$ cat config.mk
export PLATFORM = sky130hd
export DESIGN_NAME = xs3_serial_alu_seq
export DESIGN_NICKNAME = d
export VERILOG_FILES = /design/src/rtl/xs3_serial_alu_seq.sv
export SDC_FILE = /design/constraint.sdc
export NUM_CORES = 1
export LEC_CHECK = 0
export ABC_CLOCK_PERIOD_IN_PS = 9950
export CAP_MARGIN = 10
export CORE_ASPECT_RATIO = 1.1
export CORE_MARGIN = 2
export CORE_UTILIZATION = 58
export CTS_BUF_LIST = sky130_fd_sc_hd__clkbuf_8
export DETAILED_ROUTE_END_ITERATION = 8
export PLACE_DENSITY = 0.95
export SYNTH_ARGS = -nofsm -noshare
export SYNTH_HDL_FRONTEND = slang
export SYNTH_SLANG_ARGS = --single-unit
$ cat constraint.sdc
create_clock -name clk -period 9.95 [get_ports clk]
set_input_delay 0.995 -clock clk [delete_from_list [all_inputs] [get_ports clk]]
set_output_delay 0.995 -clock clk [all_outputs]
set_load 0.03 [all_outputs]
$ cat src/rtl/xs3_serial_alu_seq.sv
// Digit-serial excess-3 add/subtract sequencer: one XS3 digit per clock through a shared digit adder.
// Optional operand code checking is enabled with the XS3_SEQ_CHECK_EN macro.
module xs3_serial_alu_seq #(
  parameter int DIGITS = 4
) (
  input  logic                clk,
  input  logic                rst_n,
  input  logic                in_valid,
  output logic                in_ready,
  input  logic                op,
  input  logic [4*DIGITS-1:0] a,
  input  logic [4*DIGITS-1:0] b,
  output logic                out_valid,
  input  logic                out_ready,
  output logic [4*DIGITS-1:0] result,
  output logic                sign,
  output logic                carry,
  output logic                busy,
  output logic                err
);
  localparam int W  = 4 * DIGITS;
  localparam int CW = $clog2(DIGITS);
  localparam logic [CW-1:0] LAST_IDX = CW'(DIGITS - 1);
  localparam logic [W-1:0]  XS3_ZERO = {DIGITS{4'h3}};

  typedef enum logic [1:0] {S_IDLE, S_CALC, S_FIX, S_DONE} state_t;

  state_t         state_q, state_d;
  logic           op_q, op_d;
  logic [W-1:0]   a_q, a_d, b_q, b_d, res_q, res_d;
  logic [CW-1:0]  idx_q, idx_d;
  logic           cin_q, cin_d;
  logic           sign_q, sign_d, carry_q, carry_d;
  logic           in_ready_q, in_ready_d, out_valid_q, out_valid_d, busy_q, busy_d;

  logic [3:0] add_x, add_y, add_digit;
  logic [4:0] add_raw;
  logic       add_cout;

`ifdef XS3_SEQ_CHECK_EN
  logic bad_q, bad_d, err_q, err_d;

  function automatic logic all_legal(input logic [W-1:0] v);
    logic ok;
    ok = 1'b1;
    for (int i = 0; i < DIGITS; i++) begin
      if (v[4*i +: 4] < 4'h3 || v[4*i +: 4] > 4'hC) ok = 1'b0;
    end
    return ok;
  endfunction
`endif

  // Shared digit adder: operands always come from the low digit of the shift registers
  always_comb begin
    add_x = a_q[3:0];
    add_y = op_q ? ~b_q[3:0] : b_q[3:0];
    if (state_q == S_FIX) begin
      add_x = ~res_q[3:0];
      add_y = 4'h3;
    end
    add_raw = {1'b0, add_x} + {1'b0, add_y} + {4'b0000, cin_q};
    if (add_raw[4]) begin
      add_digit = add_raw[3:0] + 4'd3;
      add_cout  = 1'b1;
    end else begin
      add_digit = add_raw[3:0] - 4'd3;
      add_cout  = 1'b0;
    end
  end

  always_comb begin
    state_d     = state_q;
    op_d        = op_q;
    a_d         = a_q;
    b_d         = b_q;
    res_d       = res_q;
    idx_d       = idx_q;
    cin_d       = cin_q;
    sign_d      = sign_q;
    carry_d     = carry_q;
    in_ready_d  = in_ready_q;
    out_valid_d = out_valid_q;
    busy_d      = busy_q;
`ifdef XS3_SEQ_CHECK_EN
    bad_d       = bad_q;
    err_d       = err_q;
`endif
    unique case (state_q)
      S_IDLE: begin
        if (in_valid) begin
          op_d       = op;
          a_d        = a;
          b_d        = b;
          idx_d      = '0;
          cin_d      = op;
          sign_d     = 1'b0;
          carry_d    = 1'b0;
          in_ready_d = 1'b0;
          busy_d     = 1'b1;
          state_d    = S_CALC;
`ifdef XS3_SEQ_CHECK_EN
          bad_d      = !(all_legal(a) && all_legal(b));
`endif
        end
      end
      S_CALC: begin
        // Results enter at the top so digit 0 lands at the bottom after DIGITS shifts
        a_d   = a_q >> 4;
        b_d   = b_q >> 4;
        res_d = {add_digit, res_q[W-1:4]};
        cin_d = add_cout;
        idx_d = idx_q + CW'(1);
        if (idx_q == LAST_IDX) begin
          idx_d = '0;
          if (!op_q || add_cout) begin
            state_d     = S_DONE;
            busy_d      = 1'b0;
            out_valid_d = 1'b1;
            carry_d     = !op_q && add_cout;
          end else begin
            state_d = S_FIX;
            cin_d   = 1'b1;
          end
        end
`ifdef XS3_SEQ_CHECK_EN
        if (bad_q) begin
          state_d     = S_DONE;
          res_d       = XS3_ZERO;
          sign_d      = 1'b0;
          carry_d     = 1'b0;
          idx_d       = '0;
          busy_d      = 1'b0;
          out_valid_d = 1'b1;
          err_d       = 1'b1;
        end
`endif
      end
      S_FIX: begin
        res_d = {add_digit, res_q[W-1:4]};
        cin_d = add_cout;
        idx_d = idx_q + CW'(1);
        if (idx_q == LAST_IDX) begin
          idx_d       = '0;
          state_d     = S_DONE;
          sign_d      = 1'b1;
          busy_d      = 1'b0;
          out_valid_d = 1'b1;
        end
      end
      S_DONE: begin
        if (out_ready) begin
          state_d     = S_IDLE;
          out_valid_d = 1'b0;
          in_ready_d  = 1'b1;
`ifdef XS3_SEQ_CHECK_EN
          err_d       = 1'b0;
`endif
        end
      end
      default: state_d = S_IDLE;
    endcase
  end

  always_ff @(posedge clk or negedge rst_n) begin
    if (!rst_n) begin
      state_q     <= S_IDLE;
      op_q        <= 1'b0;
      a_q         <= '0;
      b_q         <= '0;
      res_q       <= '0;
      idx_q       <= '0;
      cin_q       <= 1'b0;
      sign_q      <= 1'b0;
      carry_q     <= 1'b0;
      in_ready_q  <= 1'b1;
      out_valid_q <= 1'b0;
      busy_q      <= 1'b0;
`ifdef XS3_SEQ_CHECK_EN
      bad_q       <= 1'b0;
      err_q       <= 1'b0;
`endif
    end else begin
      state_q     <= state_d;
      op_q        <= op_d;
      a_q         <= a_d;
      b_q         <= b_d;
      res_q       <= res_d;
      idx_q       <= idx_d;
      cin_q       <= cin_d;
      sign_q      <= sign_d;
      carry_q     <= carry_d;
      in_ready_q  <= in_ready_d;
      out_valid_q <= out_valid_d;
      busy_q      <= busy_d;
`ifdef XS3_SEQ_CHECK_EN
      bad_q       <= bad_d;
      err_q       <= err_d;
`endif
    end
  end

  assign in_ready  = in_ready_q;
  assign out_valid = out_valid_q;
  assign result    = res_q;
  assign sign      = sign_q;
  assign carry     = carry_q;
  assign busy      = busy_q;
`ifdef XS3_SEQ_CHECK_EN
  assign err       = err_q;
`else
  assign err       = 1'b0;
`endif

endmodule

* After elaboration in Yosys (flattened, before gate mapping)
Cells that the tools add are included. W data, S select, Z words.
Cells by class: reduce and logical (&&, ||, !) cells 21, bitwise operators 2, equality and inequality tests 9, $add $sub $neg 5, multiplexer cells 39
Operators by type and width (count):
- $pmux W16 S2 | 2
- $mux W16 | 2
- $mux W1 | 17
- $mux W4 | 4
- $mux W2 | 6
- $reduce_and A5 Y1 | 2
- $pmux W1 S3 | 3
- $ne A2 B2 Y1 const B | 4
- $not A4 Y4 | 2
- $pmux W2 S4 | 1
- $reduce_and A2 Y1 | 4
- $reduce_and A4 Y1 | 2
- $reduce_bool A2 Y1 | 4
- $eq A2 B2 Y1 const B | 3
- $pmux W1 S2 | 3
- $reduce_and A3 Y1 | 2
- $reduce_bool A3 Y1 | 2
- $add A4 B4 Y5 | 1
- $add A5 B1 Y5 | 1
- $add A4 B2 Y4 const B | 1
- $pmux W2 S2 | 1
- $sub A4 B2 Y4 const B | 1
- $add A2 B1 Y2 const B | 1
- $eq A2 B1 Y1 const B | 1
- 6 further kinds | 6
Storage, ports and cells: bits of input ports 37, output and inout port bits 22, word-level logic and storage cells 88, register bits 59

* Longest topological paths before layout
depth after elaboration 10, depth in mapped cells 15, gate-level depth less buffers 14

* Worst setup path after synthesis
Ideal clock, no wire load.
path kind register to register, from register state_q[0], to register res_q[14], in the netlist result[14], period minus slack after synthesis 3362 ps, setup slack 6588 ps, data arrival time 3235 ps, cell stages (with the launch flop) 14, path buffers 1, setup time 126 ps, required time 9824 ps, cells stage by stage dfrtp_1 -> inv_1 -> ha_1 -> buf_1 -> mux2i_1 -> fa_1 -> fa_1 -> nor2b_2 -> o21ai_2 -> nand2_1 -> xnor2_1 -> ha_1 -> a211o_1 -> a311o_1
Between the ends: cells in the longest elaborated chain, start to end 6, elaborated cells on any way between the ends 10, classes of those cells add/sub (4); eq/ne (2); mux (3); reduce/logical (1)
Ends and longest elaborated chain:
- start, declared | RTL line 28 | state_t state_q, state_d;
- start signal, assigned | RTL line 183 | state_q <= state_d;
- $eq A2 B2 Y1 | RTL line 57, 88
- $mux W4 | RTL line 57 | if (state_q == S_FIX) begin
- $add A4 B4 Y5 | RTL line 61 | add_raw = {1'b0, add_x} + {1'b0, add_y} + {4'b0000, cin_q};
- $add A5 B1 Y5 | RTL line 61
- $sub A4 B2 Y4 / $add A4 B2 Y4 (equally long branches) | RTL line 66, 63
- $mux W4 | RTL line 62 | if (add_raw[4]) begin
- end signal, assigned | RTL line 187 | res_q <= res_d;
- end, declared | RTL line 30 | logic [W-1:0] a_q, a_d, b_q, b_d, res_q, res_d;
Several ways; a longest one is shown, not always the timed one. A chain may end at the register's enable or synchronous reset.

* Worst setup path after layout
Ends and elaborated chain as after synthesis.

==> results.json <==
{
  "antenna_found_initial": 0,
  "final_cell_mix": "58 x dfrtp_1, 56 x clkdlybuf4s50_1, 46 x nand2_1",
  "max_stage_delay_ns": 0.51,
  "r2r_slack_ns": 6.33,
  "syn_area_per_cell_sq_um": 9.90,
  "totalWireLength_um": 7020,
  "rows": 27,
  "synth-seq-area-share_pct": 47.5,
  "synth-edff-count": 0,
  "fin_skew_ns": 0.00989,
  "clk_path_buf_depth": 2,
  "cts_root_buf": "clkbuf_8",
  "first_iter_violations": 251,
  "ant_nets": 0,
  "endpoint_kind": "flop",
  "viasPerCell": 5.50,
  "gp_congestion": 0.892,
  "dpl.hpwl_um": 4920,
  "via_count": 2444,
  "cts_buffers": 9,
  "slowest_stage": "ha_1",
  "cp_max_fo": 14,
  "outcome": "finished clean",
  "detail_route.wl_per_cell_um": 15.8,
  "final_common_cell": "dfrtp_1",
  "cts_tree": "yes",
  "hold_class": "flop to flop",
  "grt_pass1_vias": 2528,
  "synthArstFlopShare_pct": 100,
  "postSynthCellCount": 314,
  "fmax_mhz": 277,
  "r2r_start": "state_q[0]",
  "grt.overflow.total": 0,
  "drive_gt1_share_pct": 7.26,
  "die_area_sq_um": 5960,
  "final_util_pct": 76.3,
  "grt_setup_unrepaired": "false",
  "fp.dieH_um": 80.8,
  "crit_type": "flop to flop",
  "fin_crit_ns": 3.62,
  "ctsResizeCount": 0,
  "grtUsageTotal_pct": 26.8,
  "start_util_pct": 60.9,
  "hold_buffers": 0,
  "cp_num_buf_inv": 1,
  "path_cells": "inv_1 > ha_1 > mux2i_1 > fa_1 > fa_1 > nor2b_2 > o21ai_2 > nand2_1 > xnor2_1 > ha_1 > a211o_1 > a21oi_1 > a311o_1",
  "path_clk_slew_ns": 0.07,
  "syn_area_sq_um": 3110,
  "synth_ff_type": "dfrtp_1",
  "worstMarginPinSlew_ns": 1.00,
  "drc": 0,
  "worstPathRequired_ns": 10.18,
  "r2r-end": "result[14]",
  "crit_end": "result[14]",
  "synth_cell_type_count": 48,
  "critical_path_depth": 13,
  "min_path_cells": 2,
  "placed_area_sq_um": 3710,
  "pin_count": 59,
  "post_cts_buffers": 0,
  "relSlewSlack_pct": 33.1,
  "final.period_utilization_pct": 36.3,
  "worstPathArrival_ns": 3.84,
  "setup_viol": 0,
  "die-width_um": 73.8,
  "fin_area_sq_um": 3890,
  "start_kind": "flop",
  "final.fill_count": 353,
  "grt_pass1_wl_um": 12000,
  "areaGrowthSynthToFinish_pct": 25.2,
  "slew_viol_final": 0,
  "drtPass1Iterations": 4,
  "startpoint": "state_q[0]",
  "maxCapViolations": 0,
  "ys_ff_latch": 59,
  "grt_max_degree": 60,
  "hold_viol": 0,
  "clk_latency_ns": 0.35,
  "clock_sinks": 59,
  "final.setup.tns_ns": 0,
  "synth.net_count": 362,
  "final_nets": 415,
  "portBuffers": 57,
  "num_antenna_cells": 0,
  "core-area_sq_um": 5100,
  "htree_levels": 3,
  "yosysWarnings": 0,
  "path_delay_family": "adder cells",
  "reg2reg_depth": 13
}
==> Yosys cell counts (all sizes together) (7+ instances only) <==
library cell   n  share of area, %
clkbuf        10               1.2
mux2          14               5.1
o21ai         38               6.2
a21oi         18               2.9
ha             9               3.6
dfrtp         58                47
mux2i         26               8.4
nand2         46               5.6
nor2b         12               2.7
inv           16               1.9
buf            7               1.1
nor2          12               1.4
==> metrics by stage <==
| step | hold WS, ns | setup WS, ns | instances |
|---|---|---|---|
| 6_report | 0.491 | 6.33 | 444 |
| 5_1_grt | 0.519 | 6.08 | 444 |
| 4_1_cts | 0.491 | 6.36 | 444 |
| 3_5_place_dp | 0.479 | 6.40 | 428 |
| 3_3_place_gp | 0.456 | 6.56 | 428 |
| 2_1_floorplan | 0.443 | 6.59 | 314 |
==> logic make-up after synthesis <==
group	count (synthesis)	share of synthesized area, %
and+or+nand+nor	86	12.8
AOI/OAI and AO/OA	78	15.2
DFF	59	47.5
muxes	40	13.4
buffers and inverters	33	4.27
adders and majority gates	11	4.91
xor gates and xnor gates	6	1.69
other	1	0.121
==> state kept, by name (all words and copies together), names as in the netlist <==
signal and flops:
busy 1, carry 1, a_q 16, cin_q 1, out_valid 1, op_q 1, result 16, b_q 16
state_q 2, sign 1, idx_q 2, in_ready 1
==> cell type report <==
cell class                      count  area [sq um]  area share, %
Clock buffer                       11           151           3.89
Clock inverter                      5          28.8          0.739
Inverter                           16          60.1           1.54
Multi-Input combinational cell    222          1500           38.6
Sequential cell                    59          1480           38.0
Tap cell                           72          90.1           2.31
Timing Repair Buffer               59           581           14.9
==> worst reg2reg max path, delay by kind of cell, from the launching register on <==
kind	cells	cell delay, ns
adder cells (fa/ha/maj)	4	1.66
buffers and inverters	1	0.13
XOR/XNOR	1	0.13
AND/OR/NAND/NOR	2	0.34
multiplexers	1	0.18
AO/OA/AOI/OAI	4	0.63
flip-flops	1	0.41
==> worst min-delay path by stage <==
stage | slack [ns] | end | startpoint
floorplan | 0.44 | idx_q[1] | idx_q[1]
global placement | 0.46 | idx_q[1] | idx_q[1]
detailed placement | 0.48 | idx_q[1] | idx_q[1]
CTS | 0.49 | idx_q[1] | idx_q[1]
global route | 0.52 | a_q[5] | a_q[5]
finish | 0.49 | b_q[7] | b_q[7]
==> layer usage <==
layer  wire length (um)  GRT usage, %  vias up
met2               3680          45.9       86
met3                354          5.09        9
li1                   -             -     1184
met1               2870          33.0     1165
met4                119          11.1        0
met5                  0             0        -
Power is not shown: default switching activity piles up to over one toggle a cycle in this logic, so the estimate is an artifact.
